$ cat src/rtl/control_sequencer_pkg.sv
// Shared types for the control sequencer: opcode map, FSM states and the
// decoded control word that fans out to the datapath.
package ctrl_pkg;

  localparam int OPCODE_W = 6;

  // Single-cycle (EXEC-commit) class
  localparam logic [5:0] OP_NOP   = 6'h00;
  localparam logic [5:0] OP_ADD   = 6'h01;
  localparam logic [5:0] OP_SUB   = 6'h02;
  localparam logic [5:0] OP_AND   = 6'h03;
  localparam logic [5:0] OP_OR    = 6'h04;
  localparam logic [5:0] OP_ADDI  = 6'h05;
  localparam logic [5:0] OP_MOV   = 6'h06;
  localparam logic [5:0] OP_LDI   = 6'h07;
  localparam logic [5:0] OP_JMP   = 6'h08;
  localparam logic [5:0] OP_BEQZ  = 6'h09;
  // Memory class (commit in MEM after handshake)
  localparam logic [5:0] OP_LOAD  = 6'h10;
  localparam logic [5:0] OP_STORE = 6'h11;
  localparam logic [5:0] OP_PUSH  = 6'h12;
  localparam logic [5:0] OP_POP   = 6'h13;
  localparam logic [5:0] OP_CALL  = 6'h14;
  localparam logic [5:0] OP_RET   = 6'h15;
  localparam logic [5:0] OP_HALT  = 6'h20;

  typedef enum logic [1:0] {FETCH, EXEC, MEM, HALT} state_t;

  typedef enum logic [1:0] {
    ALU_ADD = 2'b00,
    ALU_SUB = 2'b01,
    ALU_AND = 2'b10,
    ALU_OR  = 2'b11
  } alu_ctl_t;

  typedef enum logic [1:0] {
    PC_SEQ  = 2'd0,
    PC_IMM  = 2'd1,
    PC_REG  = 2'd2,
    PC_HOLD = 2'd3
  } pc_ctl_t;

  localparam logic [1:0] SRC2_REG = 2'd0;
  localparam logic [1:0] SRC2_IMM = 2'd1;
  localparam logic [1:0] SRC2_ONE = 2'd2;

  localparam logic [1:0] RES_MEM = 2'd0;
  localparam logic [1:0] RES_ALU = 2'd1;
  localparam logic [1:0] RES_REG = 2'd2;
  localparam logic [1:0] RES_IMM = 2'd3;

  typedef struct packed {
    logic       mem_req;
    logic       mem_write;
    logic       stack_control;
    logic       pc_increment_control;
    pc_ctl_t    pc_control;
    logic       gr_we;
    logic       stack_we;
    logic       write_data_enable;
    logic [1:0] alu_src2;
    alu_ctl_t   alu_ctl;
    logic       branch;
    logic [1:0] result_sel;
  } ctrl_word_t;

  localparam ctrl_word_t CW_NONE = '0;

endpackage

$ cat src/rtl/control_sequencer_decoder.sv
// Combinational opcode decoder: opcode -> control word plus class flags.
// Strobes here are raw; the sequencer qualifies them with its state.
module ctrl_decoder
  import ctrl_pkg::*;
#(
  parameter int OPCODE_W = 6
) (
  input  logic [OPCODE_W-1:0] opcode,
  output ctrl_word_t          cw,
  output logic                is_mem,
  output logic                is_halt,
  output logic                illegal
);

  always_comb begin
    cw      = CW_NONE;
    is_halt = 1'b0;
    illegal = 1'b0;
    case (opcode)
      OP_NOP: ;
      OP_ADD: begin cw.gr_we = 1'b1; cw.result_sel = RES_ALU; end
      OP_SUB: begin cw.gr_we = 1'b1; cw.result_sel = RES_ALU; cw.alu_ctl = ALU_SUB; end
      OP_AND: begin cw.gr_we = 1'b1; cw.result_sel = RES_ALU; cw.alu_ctl = ALU_AND; end
      OP_OR:  begin cw.gr_we = 1'b1; cw.result_sel = RES_ALU; cw.alu_ctl = ALU_OR;  end
      OP_ADDI: begin
        cw.gr_we = 1'b1; cw.result_sel = RES_ALU; cw.alu_src2 = SRC2_IMM;
        cw.pc_increment_control = 1'b1;
      end
      OP_MOV: begin cw.gr_we = 1'b1; cw.result_sel = RES_REG; end
      OP_LDI: begin
        cw.gr_we = 1'b1; cw.result_sel = RES_IMM; cw.pc_increment_control = 1'b1;
      end
      OP_JMP:  begin cw.pc_control = PC_IMM; cw.pc_increment_control = 1'b1; end
      OP_BEQZ: begin cw.branch = 1'b1; cw.pc_increment_control = 1'b1; end
      OP_LOAD: begin cw.mem_req = 1'b1; cw.gr_we = 1'b1; cw.result_sel = RES_MEM; end
      OP_STORE: begin cw.mem_req = 1'b1; cw.mem_write = 1'b1; end
      // Stack ops move SP through the ALU with the constant-one operand
      OP_PUSH: begin
        cw.mem_req = 1'b1; cw.mem_write = 1'b1; cw.stack_control = 1'b1;
        cw.stack_we = 1'b1; cw.alu_src2 = SRC2_ONE; cw.alu_ctl = ALU_SUB;
      end
      OP_POP: begin
        cw.mem_req = 1'b1; cw.stack_we = 1'b1; cw.gr_we = 1'b1;
        cw.result_sel = RES_MEM; cw.alu_src2 = SRC2_ONE;
      end
      OP_CALL: begin
        cw.mem_req = 1'b1; cw.mem_write = 1'b1; cw.stack_control = 1'b1;
        cw.stack_we = 1'b1; cw.write_data_enable = 1'b1; cw.pc_control = PC_IMM;
        cw.pc_increment_control = 1'b1; cw.alu_src2 = SRC2_ONE; cw.alu_ctl = ALU_SUB;
      end
      OP_RET: begin
        cw.mem_req = 1'b1; cw.stack_we = 1'b1; cw.pc_control = PC_REG;
        cw.alu_src2 = SRC2_ONE;
      end
      OP_HALT: is_halt = 1'b1;
      default: illegal = 1'b1;
    endcase
    is_mem = cw.mem_req;
  end

endmodule

$ cat src/rtl/control_sequencer.sv
// Multi-cycle FETCH/EXEC/MEM/HALT control FSM driving the datapath controls.
// Strobes and pc_control are live only in the commit cycle; PC holds otherwise.
module control_sequencer
  import ctrl_pkg::*;
#(
  parameter int OPCODE_W    = 6,
  parameter int CNT_W       = 16,
  parameter int MEM_TIMEOUT = 255
) (
  input  logic             clk,
  input  logic             rst,
  input  logic [15:0]      instr,
  input  logic             mem_ready,
  output logic             mem_req,
  output logic             mem_write,
  output logic             stack_control,
  output logic             pc_increment_control,
  output logic [1:0]       pc_control,
  output logic             general_register_write_enable,
  output logic             stack_write_enable,
  output logic             write_data_enable,
  output logic [1:0]       ALU_soure_2,
  output logic [1:0]       ALU_control,
  output logic             branch,
  output logic [1:0]       general_register_result_select,
  output logic             halted,
  output logic             error,
  output logic [CNT_W-1:0] retired_count
);

  localparam int                TMO_W    = $clog2(MEM_TIMEOUT + 1);
  localparam logic [TMO_W-1:0]  TMO_LAST = TMO_W'(MEM_TIMEOUT - 1);

  state_t           state_q, state_d;
  logic [15:0]      ir_q, ir_d;
  logic [TMO_W-1:0] tmo_q, tmo_d;
  logic             mem_req_q, mem_req_d;
  logic             mem_write_q, mem_write_d;
  logic             error_q, error_d;
  logic [CNT_W-1:0] cnt_q, cnt_d;

  ctrl_word_t cw;
  logic       is_mem, is_halt, illegal, commit;
  logic       unused_operand;

  // Operand fields are consumed by the datapath, not by the sequencer
  assign unused_operand = ^ir_q[15-OPCODE_W:0];

  ctrl_decoder #(.OPCODE_W(OPCODE_W)) u_dec (
    .opcode  (ir_q[15 -: OPCODE_W]),
    .cw      (cw),
    .is_mem  (is_mem),
    .is_halt (is_halt),
    .illegal (illegal)
  );

  always_comb begin
    state_d     = state_q;
    ir_d        = ir_q;
    tmo_d       = tmo_q;
    mem_req_d   = mem_req_q;
    mem_write_d = mem_write_q;
    error_d     = error_q;
    cnt_d       = cnt_q;
    commit      = 1'b0;
    case (state_q)
      FETCH: begin
        ir_d    = instr;
        state_d = EXEC;
      end
      EXEC: begin
        if (illegal) begin
          state_d = HALT;
          error_d = 1'b1;
        end else if (is_halt) begin
          state_d = HALT;
          cnt_d   = cnt_q + 1'b1;
        end else if (is_mem) begin
          state_d     = MEM;
          mem_req_d   = 1'b1;
          mem_write_d = cw.mem_write;
          tmo_d       = '0;
        end else begin
          commit  = 1'b1;
          state_d = FETCH;
        end
      end
      MEM: begin
        if (mem_ready) begin
          commit      = 1'b1;
          state_d     = FETCH;
          mem_req_d   = 1'b0;
          mem_write_d = 1'b0;
        end else if (tmo_q == TMO_LAST) begin
          state_d     = HALT;
          error_d     = 1'b1;
          mem_req_d   = 1'b0;
          mem_write_d = 1'b0;
        end else begin
          tmo_d = tmo_q + 1'b1;
        end
      end
      default: ;
    endcase
    if (commit) cnt_d = cnt_q + 1'b1;
  end

  // Datapath selects stay valid for the whole MEM phase so address and write
  // data are stable under the request; strobes fire only on commit.
  always_comb begin
    pc_control                     = PC_HOLD;
    general_register_write_enable  = 1'b0;
    stack_write_enable             = 1'b0;
    branch                         = 1'b0;
    pc_increment_control           = 1'b0;
    stack_control                  = 1'b0;
    write_data_enable              = 1'b0;
    ALU_soure_2                    = SRC2_REG;
    ALU_control                    = ALU_ADD;
    general_register_result_select = RES_MEM;
    if (commit || state_q == MEM) begin
      stack_control                  = cw.stack_control;
      write_data_enable              = cw.write_data_enable;
      ALU_soure_2                    = cw.alu_src2;
      ALU_control                    = cw.alu_ctl;
      general_register_result_select = cw.result_sel;
    end
    if (commit) begin
      pc_control                    = cw.pc_control;
      general_register_write_enable = cw.gr_we;
      stack_write_enable            = cw.stack_we;
      branch                        = cw.branch;
      pc_increment_control          = cw.pc_increment_control;
    end
  end

  assign mem_req       = mem_req_q;
  assign mem_write     = mem_write_q;
  assign halted        = (state_q == HALT);
  assign error         = error_q;
  assign retired_count = cnt_q;

  always_ff @(posedge clk or negedge rst) begin
    if (!rst) begin
      state_q     <= FETCH;
      ir_q        <= '0;
      tmo_q       <= '0;
      mem_req_q   <= 1'b0;
      mem_write_q <= 1'b0;
      error_q     <= 1'b0;
      cnt_q       <= '0;
    end else begin
      state_q     <= state_d;
      ir_q        <= ir_d;
      tmo_q       <= tmo_d;
      mem_req_q   <= mem_req_d;
      mem_write_q <= mem_write_d;
      error_q     <= error_d;
      cnt_q       <= cnt_d;
    end
  end

endmodule

$ cat config.mk
export PLATFORM = sky130hd
export DESIGN_NAME = control_sequencer
export DESIGN_NICKNAME = d
export VERILOG_FILES = /design/src/rtl/control_sequencer_pkg.sv /design/src/rtl/control_sequencer_decoder.sv /design/src/rtl/control_sequencer.sv
export SDC_FILE = /design/constraint.sdc
export NUM_CORES = 1
export LEC_CHECK = 0
export ABC_CLOCK_PERIOD_IN_PS = 3200
export BUFFER_PORTS_ARGS = -buffer_cell sky130_fd_sc_hd__buf_2
export CAP_MARGIN = 20
export CORE_MARGIN = 10
export CORE_UTILIZATION = 55
export CTS_CLUSTER_DIAMETER = 40
export DETAILED_ROUTE_END_ITERATION = 10
export GPL_TIMING_DRIVEN = 0
export PLACE_DENSITY = 0.78
export SLEW_MARGIN = 5
export SYNTH_ARGS = -nofsm -noshare
export SYNTH_HDL_FRONTEND = slang
export SYNTH_HIERARCHICAL = 1
export SYNTH_SLANG_ARGS = --single-unit
export TNS_END_PERCENT = 1
$ cat constraint.sdc
create_clock -name clk -period 3.2 [get_ports clk]
set_input_delay 0.64 -clock clk [delete_from_list [all_inputs] [get_ports clk]]
set_output_delay 0.64 -clock clk [all_outputs]
set_load 0.05 [all_outputs]
==> flow_metrics.py, run 1 <==
metrics = {
    "sta": {
        "tightest_slew_ps": 776.5,
        "finalHoldViolations": 0,
        "grt_setup_unrepaired": "yes",
        "period_minus_slack_ps": 3038,
        "timing.hold.ws_ps": 418.7,
        "slew-limit-headroom": 0.4823,
        "final.setup.tns_ps": 0,
        "max_freq_ghz": 0.3292,
        "setup_viol": 0,
        "fin_worst_skew_ps": 4.574,
        "slew_viol_final": 0,
        "fin_crit_sh": 0.9493,
    },
    "worst_hold_path": {
        "hold_class": "input pin to asynchronous set/reset pin",
    },
    "clock_network": {
        "clk_pin_slew_ps": 70,
        "clock_sinks": 35,
        "worstSkewPairLatency_ps": 290,
        "post_cts.repair.setup_buffers": 0,
        "hold_buffers": 0,
        "htree_levels": 2,
        "numCtsBuffers": 5,
        "cts_root_buf": "clkbuf_8",
        "cts_tree": "done",
        "ctsLongestPathBuffers": 2,
    },
    "setup_path": {
        "cp-start-kind": "register",
        "cp.arrival_ps": 2400,
        "critPathCaptureType": "output pin",
        "critPathMaxFanout": 10,
        "worstPathRequired_ps": 2560,
        "crit_type": "register to output pin",
    },
    "placement": {
        "place_congestion": 0.8853,
        "dpl.cell_count": 327,
        "portBuffers": 42,
        "dpl.hpwl_um": 3829,
    },
    "die": {
        "die_area_mm2": 0.007069,
        "fp.dieH_um": 84.08,
        "die_w_um": 84.08,
        "initial_core_util": 0.5646,
        "core-area_mm2": 0.004000,
        "ios": 53,
        "fp-row-count": 23,
    },
    "finish": {
        "final_cell_mix": "buf_2, dfrtp_1, nand2_1, xor2_1, a21oi_1",
        "antenna_cells": 0,
        "layout_commonest_cell": "buf_2",
        "drive_above_1_share": 0.2852,
        "area_growth_pct": 18.39,
        "layout.nets": 309,
        "ff_latch_area_um2": 875.8,
        "multi_input_area_mm2": 0.001314,
        "fillCellCount": 341,
        "finalNonFillerCells": 334,
    },
    "global_routing": {
        "grt_pass1_wl_um": 8811,
        "globalRouteOverflowTotal": 0,
        "grt_pass1_vias": 1900,
        "grtUsageTotal": 0.1451,
        "antenna_found_initial": 0,
        "grt_max_degree": 36,
    },
    "synthesis": {
        "ys.warnings.count": 6,
        "synthesis.instances": 235,
        "syn-num-nets": 261,
        "synth_area_per_cell_um2": 9.610,
        "synthesis.area_mm2": 0.002258,
    },
    "route": {
        "wl_per_cell_um": 15.34,
        "drt-total-wl_um": 5125,
        "post-route-drc-count": 0,
        "vias": 1945,
        "vias_per_cell": 5.823,
        "drtPass1Iterations": 4,
        "ant_nets": 0,
        "drt-initial-drc-count": 119,
    },
    "power_and_ir_drop": {
        "finalPower_mw": 2.481,
        "cellLeakagePower_nw": 1.104,
        "powerDensity_mw_per_mm2": 927.9,
        "ir_drop_uv": 711.3,
    },
    "job": {
        "maxCapViolCount": 0,
    },
    "outcome": {
        "outcome": "completed",
    },
}
-- metrics by stage --
step	cell area (um2)	util	worst slack, ps
after floorplan	2258	-	332.9
final	2674	0.6684	162.2
after global placement	2531	0.6328	317.2
after global routing	2674	0.6684	-84.30
after detailed placement	2531	0.6328	242.6
after CTS	2654	0.6634	-48.69
-- flip-flops by register name, summed over array words and instances, names as in the netlist --
| register | count |
|---|---|
| retired_count | 16 |
| tmo_q | 8 |
| ir_q | 6 |
| state_q | 2 |
| error | 1 |
| mem_req | 1 |
| mem_write | 1 |
-- critical path: stages, from the launching register on --
cell	delay, ps
dfrtp_1	460
buf_2	220
a311oi_1	290
a31oi_1	140
nor3_2	270
nand2_1	140
a21oi_4	210
and2_1	150
clkbuf_4	220
-- power breakdown --
| part | internal, mW | leakage (nW) | switching [mW] |
|---|---|---|---|
| Combinational | 0.450 | 0.645 | 0.877 |
| Sequential | 0.569 | 0.401 | 0.180 |
| Clock | 0.232 | 0.0581 | 0.172 |
| Total | 1.25 | 1.10 | 1.23 |
-- area by class of cell --
class,count,area share
clock inverters,3,0.01638
clock buffers,5,0.02574
inverters,10,0.01404
plain buffers,9,0.01919
repair buffers,42,0.08236
flip-flops and latches,35,0.3276
well taps,50,0.02340
multi-input cells,180,0.4913
-- final timing paths --
check                              start                    to  slack (ps)  depth (start not counted)
worst max-delay path            ir_q[12]  pc_increment_control         160                          8
worst min-delay path                 rst              tmo_q[3]         420                          1
worst max register to register  ir_q[13]      retired_count[6]         700                          7
worst min register to register     error                 error         450                          1
max in group asynchronous            rst     retired_count[14]        2290                          1
min in group clk                   error                 error         450                          1
-- routing by layer --
layer,GRT usage,vias up,routed length (um)
li1,-,949,-
met1,0.1760,940,2259
met2,0.2331,49,2494
met3,0.04004,7,291
met4,0.06240,0,79
met5,0,-,0
-- what timing repair did --
action                     4_1_cts  5_1_grt
resized for setup                2        8
pin swaps                        0        1
setup endpoints to repair       13       14
Note: power is estimated with default switching activity, not from simulation.
==> inputs of run 2 (changes only) <==
--- a/config.mk
+++ b/config.mk
@@ -7,13 +7,13 @@
 export LEC_CHECK = 0
 export ABC_CLOCK_PERIOD_IN_PS = 3200
 export BUFFER_PORTS_ARGS = -buffer_cell sky130_fd_sc_hd__buf_2
-export CAP_MARGIN = 20
 export CORE_MARGIN = 10
 export CORE_UTILIZATION = 55
 export CTS_CLUSTER_DIAMETER = 40
 export DETAILED_ROUTE_END_ITERATION = 10
 export GPL_TIMING_DRIVEN = 0
 export PLACE_DENSITY = 0.78
+export RECOVER_POWER = 50
 export SLEW_MARGIN = 5
 export SYNTH_ARGS = -nofsm -noshare
 export SYNTH_HDL_FRONTEND = slang
==> run 2 against run 1 <==
Net effect: the flow now finishes with violations (capacitance limit, slew limit); count of clock-buffer cells in the layout stayed put; critical path depth stayed put; largest cell class unchanged; setup slack got worse by 20 ps; core utilization is 0.19 points lower; global-route usage stayed put; largest power group unchanged; non-clock buffer count unchanged; cell area is 0.28% lower; clock skew barely moved; register-to-register slack is essentially flat; die area unchanged.
==> flow_metrics.py, run 2 (synthesis results as in run 1) <==
metrics = {
    "finish": {
        "area_growth_pct": 18.06,
        "fin_util": 0.6666,
        "finalNonFillerCells": 334,
        "drive_above_1_share": 0.2641,
        "final_cell_mix": "buf_2, dfrtp_1, nand2_1, xor2_1, a21oi_1",
        "antenna_cells": 0,
        "largest_reg_flops": 16,
        "fillCellCount": 345,
        "layout.nets": 309,
        "layout_commonest_cell": "buf_2",
    },
    "sta": {
        "final.setup.tns_ps": 0,
        "period_minus_slack_ps": 3058,
        "slew-limit-headroom": -0.2431,
        "setup_viol": 0,
        "fin_crit_sh": 0.9557,
        "slew_viol_final": 36,
        "tightest_slew_ps": 1865,
        "finalHoldViolations": 0,
        "setup_ws_ps": 141.8,
        "max_freq_ghz": 0.3270,
        "grt_setup_unrepaired": "yes",
        "fin_worst_skew_ps": 4.433,
    },
    "placement": {
        "place_ws_ps": 242.6,
        "place_congestion": 0.8853,
        "dpl.cell_count": 327,
        "dpl.hpwl_um": 3829,
        "portBuffers": 42,
    },
    "power_and_ir_drop": {
        "finalPower_mw": 2.480,
        "cellLeakagePower_nw": 1.091,
        "powerDensity_mw_per_mm2": 930.0,
        "ir_drop_uv": 711.3,
    },
    "setup_path": {
        "worstPathRequired_ps": 2560,
        "critPathCaptureType": "output pin",
        "critPathMaxFanout": 10,
        "cp-start-kind": "register",
        "cp.arrival_ps": 2420,
        "crit_type": "register to output pin",
    },
    "outcome": {
        "outcome": "complete, but fails checks",
        "violations": "capacitance limit, slew limit",
    },
    "clock_network": {
        "clock_sinks": 35,
        "worstSkewPairLatency_ps": 290,
        "cts_root_buf": "clkbuf_8",
        "ctsLongestPathBuffers": 2,
        "cts_tree": "done",
        "numCtsBuffers": 5,
        "htree_levels": 2,
        "clk_pin_slew_ps": 70,
    },
    "die": {
        "initial_core_util": 0.5646,
        "die_w_um": 84.08,
        "die_area_mm2": 0.007069,
        "core-area_mm2": 0.004000,
        "ios": 53,
        "fp-row-count": 23,
        "fp.dieH_um": 84.08,
    },
    "global_routing": {
        "grt_pass1_wl_um": 8811,
        "grt_pass1_vias": 1900,
        "globalRouteOverflowTotal": 0,
        "antenna_found_initial": 0,
        "grt_max_degree": 36,
        "grtUsageTotal": 0.1451,
    },
    "route": {
        "drtPass1Iterations": 4,
        "wl_per_cell_um": 15.37,
        "drt-total-wl_um": 5135,
        "vias_per_cell": 5.847,
        "ant_nets": 0,
        "drt-initial-drc-count": 125,
        "post-route-drc-count": 0,
        "vias": 1953,
    },
    "worst_hold_path": {
        "hold_class": "register to register",
    },
    "job": {
        "maxCapViolCount": 1,
    },
}
run 2: cell count changes in the layout (fill, tap and decap cells not counted):
cell	change
buf_2	-6
clkbuf_1	+6
run 2: critical path: stages (launching register included):
cell	delay (ps)
dfrtp_1	460
buf_2	220
a311oi_1	290
a31oi_1	140
nor3_2	280
nand2_1	140
a21oi_4	220
and2_1	150
clkbuf_4	220
run 2: cell type report:
type,count,area [um2],area share
flip-flops and latches,35,875.8,0.3285
inverters,10,37.54,0.01408
clock buffers,5,68.82,0.02581
clock inverters,3,43.79,0.01642
plain buffers,9,51.30,0.01924
repair buffers,42,212.7,0.07977
well taps,50,62.56,0.02346
multi-input cells,180,1314,0.4927
run 2: report_power, final:
part	switching (mW)	total, mW	internal (mW)
clock	0.172	0.404	0.232
sequential	0.180	0.749	0.569
combinational	0.880	1.33	0.447
run 2: path summary, 6_finish.rpt:
| path | start | to | slack, ps | cells past startpoint |
|---|---|---|---|---|
| max | ir_q[12] | pc_increment_control | 140 | 8 |
| min | error | error | 460 | 1 |
| max reg2reg | ir_q[13] | retired_count[6] | 700 | 7 |
| min reg2reg | error | error | 460 | 1 |
| max in group asynchronous | rst | retired_count[14] | 1280 | 1 |
| min in group asynchronous | rst | tmo_q[6] | 850 | 1 |
run 2: what timing repair did:
action | CTS | global route
hold buffers | 0 | 0
setup endpoints to repair | 13 | 14
gates resized for setup | 2 | 8
setup buffers | 0 | 0
pin swaps | 0 | 1
run 2: routing by layer:
layer  part of all wire  track usage  vias to the layer above  routed length, um
li1                   -            -                      949                  -
met1               0.44       0.1760                      950               2283
met2               0.49       0.2331                       47               2493
met3              0.054      0.04004                        7                279
met4              0.015      0.06240                        0                 79
met5                  0            0                        -                  0
run 2: stage by stage:
| step | cell area, um2 | hold WS (ps) |
|---|---|---|
| floorplan | 2258 | 344.4 |
| global placement | 2531 | 442.3 |
| detailed placement | 2531 | 444.0 |
| CTS | 2654 | 444.9 |
| global route | 2666 | 488.5 |
| finish | 2666 | 456.8 |
==> inputs of run 3 (changes only) <==
--- a/config.mk
+++ b/config.mk
@@ -14,6 +14,8 @@
 export GPL_TIMING_DRIVEN = 0
 export PLACE_DENSITY = 0.78
 export RECOVER_POWER = 50
+export REMOVE_ABC_BUFFERS = 1
+export SKIP_LAST_GASP = 1
 export SLEW_MARGIN = 5
 export SYNTH_ARGS = -nofsm -noshare
 export SYNTH_HDL_FRONTEND = slang
==> run 3 against run 2 <==
Net effect: the run still ends with capacitance limit, slew limit left; global-route usage is 0.20 points lower; count of clock-buffer cells in the layout unchanged; cell area shrank 2.4%; maximum frequency grew 0.65%; via count is 1.7% lower; non-clock buffer count is 9 lower.
==> flow_metrics.py, run 3 (synthesis results as in run 1) <==
metrics = {
    "outcome": {
        "outcome": "complete, but fails checks",
        "violations": "capacitance limit, slew limit",
    },
    "setup_path": {
        "reg2reg_from": "ir_q[13]",
        "cpPeakStageDelay_ps": 510,
        "cp.arrival_ps": 2400,
        "worstPathRequired_ps": 2560,
        "crit_type": "register to output pin",
        "crit_start": "ir_q[14]",
        "cp-start-kind": "register",
        "critPathMaxFanout": 13,
        "critPathCaptureType": "output pin",
        "path_cells": "nor2_1 -> a31oi_1 -> nor3_2 -> nand2_1 -> a21oi_2 -> and2_1 -> buf_2",
        "crit_path_top_delay_cell": "dfrtp_1",
    },
    "placement": {
        "portBuffers": 42,
        "place_ws_ps": 253.3,
        "place_congestion": 0.8484,
        "dpl.hpwl_um": 3669,
        "place_area_mm2": 0.002477,
    },
    "global_routing": {
        "grtUsageTotal": 0.1431,
        "globalRouteOverflowTotal": 0,
        "antenna_found_initial": 0,
        "grt_max_degree": 36,
        "grt_pass1_vias": 1853,
        "grt_pass1_wl_um": 8673,
    },
    "route": {
        "drtPass1Iterations": 4,
        "ant_nets": 0,
        "wl_per_cell_um": 15.35,
        "post-route-drc-count": 0,
        "vias": 1920,
        "vias_per_cell": 5.908,
        "drt-total-wl_um": 4989,
        "drt-initial-drc-count": 123,
    },
    "sta": {
        "slew_viol_final": 36,
        "tightest_slew_ps": 1864,
        "grt_setup_unrepaired": "yes",
        "setup_ws_ps": 161.7,
        "finalHoldViolations": 0,
        "max_freq_ghz": 0.3291,
        "slew-limit-headroom": -0.2427,
        "fin_crit_sh": 0.9495,
        "period_minus_slack_ps": 3038,
        "fin_worst_skew_ps": 5.782,
        "setup_viol": 0,
        "final.setup.tns_ps": 0,
    },
    "finish": {
        "fillCellCount": 349,
        "largest_reg_flops": 16,
        "multi_input_area_mm2": 0.001306,
        "drive_above_1_share": 0.2582,
        "antenna_cells": 0,
        "ff_latch_area_um2": 879.6,
        "finish.instance_area_mm2": 0.002601,
        "area_growth_pct": 15.18,
        "fin_util": 0.6503,
        "layout_commonest_cell": "buf_2",
        "final_cell_mix": "buf_2, dfrtp_1, nand2_1, xor2_1, a21oi_1",
        "layout.nets": 300,
    },
    "power_and_ir_drop": {
        "power_frac_seq": 0.344,
        "cellLeakagePower_nw": 1.051,
        "ir_drop_uv": 658.0,
        "finalPower_mw": 2.407,
        "p_sw_mw": 1.190,
        "p_sw_frac": 0.4945,
        "clkPwrFrac": 0.164,
        "pwr-share-comb": 0.492,
        "intPower_mw": 1.217,
        "powerDensity_mw_per_mm2": 925.3,
    },
    "clock_network": {
        "clk_pin_slew_ps": 70,
        "cts_tree": "done",
        "htree_levels": 2,
        "clock_sinks": 35,
        "ctsLongestPathBuffers": 2,
        "hold_buffers": 0,
        "numCtsBuffers": 5,
        "cts_root_buf": "clkbuf_8",
        "worstSkewPairLatency_ps": 290,
        "post_cts.repair.setup_buffers": 0,
    },
    "die": {
        "ios": 53,
        "core-area_mm2": 0.004000,
        "fp.dieH_um": 84.08,
        "die_w_um": 84.08,
        "fp-row-count": 23,
        "die_area_mm2": 0.007069,
        "initial_core_util": 0.5646,
    },
    "worst_hold_path": {
        "min_from": "error",
        "hold_class": "register to register",
    },
    "job": {
        "maxCapViolCount": 1,
    },
}
[run 3: changes by cell type in the layout (fill, tap and decap cells not counted)]
| cell | previous run | this run |
|---|---|---|
| dfrtp_2 | 0 | 3 |
| a21oi_4 | 1 | 0 |
| buf_6 | 1 | 0 |
| clkbuf_1 | 8 | 6 |
| clkbuf_2 | 1 | 0 |
| a21oi_2 | 0 | 1 |
| clkbuf_4 | 4 | 0 |
| buf_4 | 1 | 0 |
| dfrtp_1 | 35 | 32 |
[run 3: final timing paths]
check	to	slack [ps]	cells past startpoint
max in group asynchronous	ir_q[12]	1140	1
min in group asynchronous	tmo_q[0]	850	1
setup / recovery	stack_write_enable	160	7
hold reg to reg	error	470	1
hold / removal	error	470	1
setup reg to reg	retired_count[6]	670	7
[run 3: timing repair]
item / CTS / global route
hold endpoints to repair: 0 / 0
endpoints found under the setup margin: 12 / 14
gates resized for setup: 3 / 3
[run 3: area by class of cell]
class	count	share of cell area
repair buffers	42	0.07792
inverters	10	0.01443
clock buffers	5	0.02646
clock inverters	3	0.01684
flip-flops and latches	35	0.3381
multi-input cells	180	0.5022
well taps	50	0.02405
[run 3: power by group through the flow]
stage | Combinational (mW) | Sequential (mW) | Clock, mW
3_3_place_gp | 1.15 | 0.820 | 0
4_1_cts | 1.18 | 0.824 | 0.406
6_report | 1.18 | 0.828 | 0.395
2_1_floorplan | 0.722 | 0.990 | 0
5_1_grt | 1.31 | 0.866 | 0.429
3_5_place_dp | 1.17 | 0.824 | 0
[run 3: worst max-delay path: cells and delay by family (launching register included)]
| family | cells | cell delay [ps] |
|---|---|---|
| AND/OR/NAND/NOR | 4 | 840 |
| AO/OA/AOI/OAI | 2 | 500 |
| buffers and inverters | 1 | 260 |
| flip-flops | 1 | 510 |
[run 3: through the flow]
| stage | hold slack [ps] | instances |
|---|---|---|
| after floorplan | 344.4 | 225 |
| after global placement | 445.4 | 317 |
| after detailed placement | 452.0 | 317 |
| after CTS | 439.9 | 325 |
| after global routing | 492.9 | 325 |
| final | 468.1 | 325 |
[run 3: layer usage]
metal  GRT usage  vias to the layer above  share of wire
li1            -                      936              -
met1      0.1692                      928           0.44
met2      0.2365                       51           0.48
met3     0.05176                        5          0.067
met4     0.03957                        0          0.012
met5           0                        -              0
